File: src/rtl/serial_pkg.sv
// serial_pkg: shared state type and default word width for the serial feeder and detector harness.
package serial_pkg;
  typedef enum logic {IDLE = 1'b0, SHIFT = 1'b1} state_t;
  localparam int DEFAULT_WIDTH = 8;
endpackage

File: src/rtl/serial_feeder_bit_counter.sv
// bit_counter: bit position counter with synchronous clear and rollover compare.
module bit_counter #(
  parameter int W = 3
) (
  input  logic         clk,
  input  logic         rst,
  input  logic         clear,
  input  logic         count_enable,
  input  logic [W-1:0] rollover_val,
  output logic [W-1:0] count,
  output logic         rollover_flag
);
  logic [W-1:0] r_count;
  always_ff @(posedge clk or posedge rst)
    if (rst) r_count <= '0;
    else if (clear) r_count <= '0;
    else if (count_enable) r_count <= r_count + 1'b1;
  assign count = r_count;
  assign rollover_flag = (r_count == rollover_val);
endmodule

File: src/rtl/serial_feeder.sv
// serial_feeder: accepts parallel words on valid/ready and streams them MSB-first with no gap between words.
module serial_feeder
  import serial_pkg::*;
#(
  parameter int   DATA_WIDTH = DEFAULT_WIDTH,
  parameter logic IDLE_BIT   = 1'b0
) (
  input  logic                  clk,
  input  logic                  rst,
  input  logic [DATA_WIDTH-1:0] data_in,
  input  logic                  data_valid,
  output logic                  data_ready,
  output logic                  serial_out,
  output logic                  busy,
  output logic                  word_done
);
  localparam int CW = $clog2(DATA_WIDTH);
  localparam logic [CW-1:0] LAST = CW'(DATA_WIDTH - 1);
  state_t r_state, w_next;
  logic [DATA_WIDTH-1:0] r_shift;
  logic [CW-1:0] w_cnt;
  logic w_roll, w_last, w_accept;
  assign w_accept = data_valid && data_ready;
  always_ff @(posedge clk or posedge rst)
    if (rst) r_state <= IDLE;
    else r_state <= w_next;
  always_comb w_next = w_accept ? SHIFT : (w_last ? IDLE : r_state);
  always_comb begin
    busy       = (r_state == SHIFT);
    w_last     = busy && w_roll;
    data_ready = !busy || w_last;
    word_done  = w_last;
    serial_out = busy ? r_shift[DATA_WIDTH-1] : IDLE_BIT;
  end
  always_ff @(posedge clk or posedge rst)
    if (rst) r_shift <= '0;
    else if (w_accept) r_shift <= data_in;
    else if (busy) r_shift <= r_shift << 1;
  // Clearing on the last bit keeps the count within 0..DATA_WIDTH-1 for any width.
  bit_counter #(.W(CW)) u_cnt (
    .clk          (clk),
    .rst          (rst),
    .clear        (w_accept || w_last),
    .count_enable (busy),
    .rollover_val (LAST),
    .count        (w_cnt),
    .rollover_flag(w_roll)
  );
endmodule
File: config.mk
export PLATFORM = sky130hd
export DESIGN_NAME = serial_feeder
export DESIGN_NICKNAME = d
export VERILOG_FILES = /design/src/rtl/serial_pkg.sv /design/src/rtl/serial_feeder_bit_counter.sv /design/src/rtl/serial_feeder.sv
export SDC_FILE = /design/constraint.sdc
export NUM_CORES = 1
export LEC_CHECK = 0
export ABC_AREA = 1
export CORE_MARGIN = 5
export CORE_UTILIZATION = 45
export CTS_CLUSTER_SIZE = 20
export DETAILED_ROUTE_END_ITERATION = 7
export PLACE_DENSITY = 0.8
export SLEW_MARGIN = 30
export SYNTH_ARGS = -nofsm -noshare
export SYNTH_HDL_FRONTEND = slang
export SYNTH_SLANG_ARGS = --single-unit
File: constraint.sdc
create_clock -name clk -period 1.8 [get_ports clk]
set_input_delay 0.27 -clock clk [delete_from_list [all_inputs] [get_ports clk]]
set_output_delay 0.27 -clock clk [all_outputs]
set_load 0.005 [all_outputs]
### Word-level counts from Yosys, hierarchy flattened

Cells that the tools add are included.

| operators by class | value |
|---|---|
| add/subtract/negate cells | 1 |
| equal/unequal tests | 1 |
| muxes and demuxes | 7 |
| reductions and logical operators | 8 |

Operator list:

| kind | number |
|---|---|
| two-way mux 8 bit | 2 |
| two-way mux 3 bit | 2 |
| nonzero test 2 bit | 3 |
| adder 3 x 1 -> 3 bit (second input constant) | 1 |
| == test 3 bit (second input constant) | 1 |
| two-way mux 1 bit | 3 |
| logical AND 1 bit | 2 |
| logical OR 1 bit | 2 |
| zero test 1 bit | 1 |

| storage, ports and cells | value |
|---|---|
| flip-flop bits (word level) | 12 |
| input bits | 11 |
| output and inout port bits | 4 |
| logic and storage cells | 20 |

### Longest topological paths before layout

| depth | value |
|---|---|
| word-level depth | 6 |
| gate-level depth with buffers | 7 |
| gate-level depth less buffers | 7 |

### Cells and area by module

Synthesis repeated with hierarchy kept, for this count alone.

| unflattened totals | value |
|---|---|
| cell total of the unflattened synthesis | 94 |
| area total of the unflattened synthesis | 721.9 um2 |

Modules (own cells, without submodules):

| module | instances | cells each | area each (um2) | sequential area each (um2) |
|---|---|---|---|---|
| serial_feeder | 1 | 70 | 539.3 | 225.2 |
| bit_counter | 1 | 24 | 182.7 | 75.1 |

### Worst setup path after synthesis

Ideal clock, no wire load.

| timing | value |
|---|---|
| path type | reg2out |
| from | register u_cnt.r_count[0] (netlist: u_cnt.count[0]) |
| to | output data_ready |
| arrival time | 1,037 ps |
| data required time | 1,530 ps |
| path slack | 493 ps |
| cell stages (with the launch flop) | 6 |
| buffers on the path | 1 |
| path through | dfrtp_1 > ha_1 > ha_1 > inv_1 > nand2_2 > buf_6 |

| between the ends | value |
|---|---|
| word-level cells in the longest chain between the ends | 3 |

Ends and longest elaborated chain:

| what | RTL line | source |
|---|---|---|
| start: declaration | serial_feeder_bit_counter.sv:13 | `logic [W-1:0] r_count;` |
| start signal: assignment | serial_feeder_bit_counter.sv:17 | `else if (count_enable) r_count <= r_count + 1'b1;` |
| == test 3 bit | serial_feeder_bit_counter.sv:19 | `assign rollover_flag = (r_count == rollover_val);` |
| logical AND 1 bit | serial_feeder.sv:30 | `w_last = busy && w_roll;` |
| logical OR 1 bit | serial_feeder.sv:31 | `data_ready = !busy \|\| w_last;` |
| end: declaration | serial_feeder.sv:12 | `output logic data_ready,` |

Every way passes these cells.

### Worst setup path after layout

Ends and elaborated chain as after synthesis.

==> metrics.md <==
| Metric | Value |
|---|---|
| H-tree Lvls | 1 |
| Layout area overhead | 22.0% |
| Run status | completed |
| Synth area leader | dfrtp_1 |
| Max stage delay cell, worst path | dfrtp_1 |
| DR WL met2 | 587 um |
| Largest delay share family, worst path | flip-flops |
| Prevailing post-synth register cell | dfrtp_1 |
| Synth area leaders | dfrtp_1 45%, nand2_1 14%, nand3_1 11% |
| Critical Path Start Type | register |
| Clk slew on worst S/H paths | approximately 0.07 ns |
| Post-synth top cells | 25 x nand2_1, 15 x nand3_1, 12 x dfrtp_1, 11 x inv_1, 6 x nor2_1 |
| Initial Utilization | between 40% and 50% |
| Critical path data arrival time | approximately 1.5 ns |
| Clock Sink Count | 12 |
| Final setup viols | 0 |
| Core Rows | 13 |
| Root buffer cell | clkbuf_4 |
| Die area | 0.00234 mm^2 |
| Clock tree buffer depth | 2 |
| Post-synth EDFFs | 0 |
| 1st-iter DRT viols | 12 |
| Critical path type | reg -> out |
| Setup crit end kind | output port |
| DR vias | between 500 and 600 |
| Antenna diodes | 0 |
| Final WL | approximately 1200 um |
| Nets | 111 |
| Hpwl dp | 942 um |
| Critical path data required time | 1.53 ns |
| Uppermost layer routed | met4 |
| Worst-Skew Late Latency | between 0.2 and 0.3 ns |
| Final Max Slew Viols | 0 |
| Initial antenna violation count | 0 |
| Metal-1 WL | 531 um |
| Area of the multi-input gates | about 270 um^2 |
| Worst slew pin tran | roughly 0.45 ns |
| Avg Inst Size Synth | a little over 8 um^2 |
| Number of cells on the critical path | 5 |
| Drt wl/cell | 11.0 um |
| Bufs and invs on worst path | 2 |
| Final period util | ~96% |
| CP most frequent cell | ha_1 |
| Gr ovfl total | 0 |
| RSZ-0062 raised after global routing | no |
| Mapped Cells | just over 80 |
| GP Congestion | between 0.7 and 0.8 |
| Leak | between 0.4 and 0.5 nW |
| IO buf count | 14 |
| Maximum Capacitance Violations | 0 |
| DIE HEIGHT | 48.4 um |
| First-pass DRT Iterations | 4 |
| Top-count cell post-synth | nand2_1 |
| First-pass GRT wire length | between 2000 and 2500 um |
| Vias in the first global route | about 520 |
| Post-CTS setup buffers | 0 |
| Setup TNS | 0 ns |
| Synth cell types | 12 |
| Met3 WL | 59 um |
| Sequential area share after synthesis | between 40% and 50% |
| Hold WC Path Type | in -> async |
| Top cell type's share of synthesized area | between 40 and 50% |
| PD cells | 1420 mW/mm^2 |
| Fillers | 137 |
| Core outline area | 0.00135 mm^2 |
| Worst R2R Path Depth | 8 |
| I/O pin count | 15 |
| Slowest stage delay, CP | around 0.40 ns |
| Syn Nets | between 90 and 100 |
| Worst VDD drop | about 0.00095 V |
| FMAX | 0.579 GHz |
| Slew headroom | between 60% and 70% |
| Async SR Flop Fraction | 100% |
| Die Span X | 48.4 um |
| Final worst path period need | 1.73 ns |
| CTS Buf Count | 3 |
| Synth Register Bits | 12 |
| Register area | 302 um^2 |
| DRC | 0 |
| Crit Path Max Fanout | 3 |
| Vias per inst | slightly below 5 |
| CTS tree | yes |
| Share of cells above drive strength 1 | 12.5% |
| Yosys warns | 0 |
| Post-route ant nets | 0 |
| Cell Area, Synth | about 660 um^2 |
| Setup Skew | between 0.002 and 0.003 ns |
| Hold Worst Slack | about 0.30 ns |
| Final hold vios | 0 |
| Tot GR Track Use | around an eighth |
| CP Cell Sequence | ha_1 > ha_1 > inv_2 > nand2_2 > dlygate4sd2_1 |
| Largest net degree at the start of global routing | 18 |
[routing by layer]
metal	GRT usage, %	vias up
met5	0	-
met3	2.45	5
met2	19.3	15
met1	13.8	243
met4	9.68	0
li1	-	282
[final timing paths]
check	start	slack [ns]	to
min reg2reg	u_cnt.count[1]$_DFFE_PP0P_	0.48	u_cnt.count[1]$_DFFE_PP0P_
min	rst	0.30	r_shift[6]$_DFFE_PP0P_
min in group clk	u_cnt.count[1]$_DFFE_PP0P_	0.48	u_cnt.count[1]$_DFFE_PP0P_
max	u_cnt.count[0]$_DFFE_PP0P_	0.07	data_ready
max reg2reg	u_cnt.count[0]$_DFFE_PP0P_	0.35	r_shift[2]$_DFFE_PP0P_
max in group asynchronous	rst	1.16	busy$_DFFE_PP0P_
[metrics by stage]
step | instances | worst slack (ns) | area [um^2] | total power [mW] | util, %
after floorplan | 81 | 0.493 | 664 | 0.882 | -
after global placement | 108 | 0.175 | 790 | 0.991 | 58.5
after detailed placement | 108 | 0.134 | 790 | 1.02 | 58.5
after CTS | 111 | 0.00757 | 810 | 1.17 | 60.0
after global routing | 111 | 0.000660 | 811 | 1.27 | 60.1
final | 111 | 0.0734 | 811 | 1.15 | 60.1
[cell usage in the layout (no fill, tap or decap)]
cell type        instances
dfrtp_1                 11
o21ai_1                  1
nor2_1                   6
ha_1                     2
nand2_2                  2
dfrtp_2                  1
buf_4                    2
nand2_1                 25
dlygate4sd2_1            2
clkbuf_4                 3
nand3_1                 15
inv_2                    1
nand3_2                  2
inv_1                   10
clkdlybuf4s50_1         12
nor2_8                   1
[report_power, final]
group	leakage (nW)	internal (mW)	switching, mW
Clock	0.0138	0.0774	0.0818
Combinational	0.271	0.240	0.265
Sequential	0.151	0.392	0.0983
Total	0.436	0.710	0.445
[kinds of logic after synthesis]
family                   after synthesis  share of synthesized area [%]
AND/OR/NAND/NOR                       51                           36.7
adder cells (fa/ha/maj)                2                           3.77
buffers and inverters                 15                           13.6
flip-flops                            12                           45.2
AO/OA/AOI/OAI                          1                          0.753
[state kept, by name (all words and copies together) (netlist names)]
| name | count |
|---|---|
| u_cnt.count | 3 |
| busy | 1 |
| r_shift | 8 |
[area by class of cell]
class                   count  area share (%)
clock buffers               3            2.78
multi-input cells          54            33.8
inverters                  11            5.09
well taps                  15            2.31
flip-flops and latches     12            37.2
repair buffers             16            18.8
[repair_timing]
action | CTS | global route
setup endpoints to repair | 2 | 2
gates resized for setup | 3 | 1
hold buffers | 0 | 0
(Power assumes the default switching activity.)
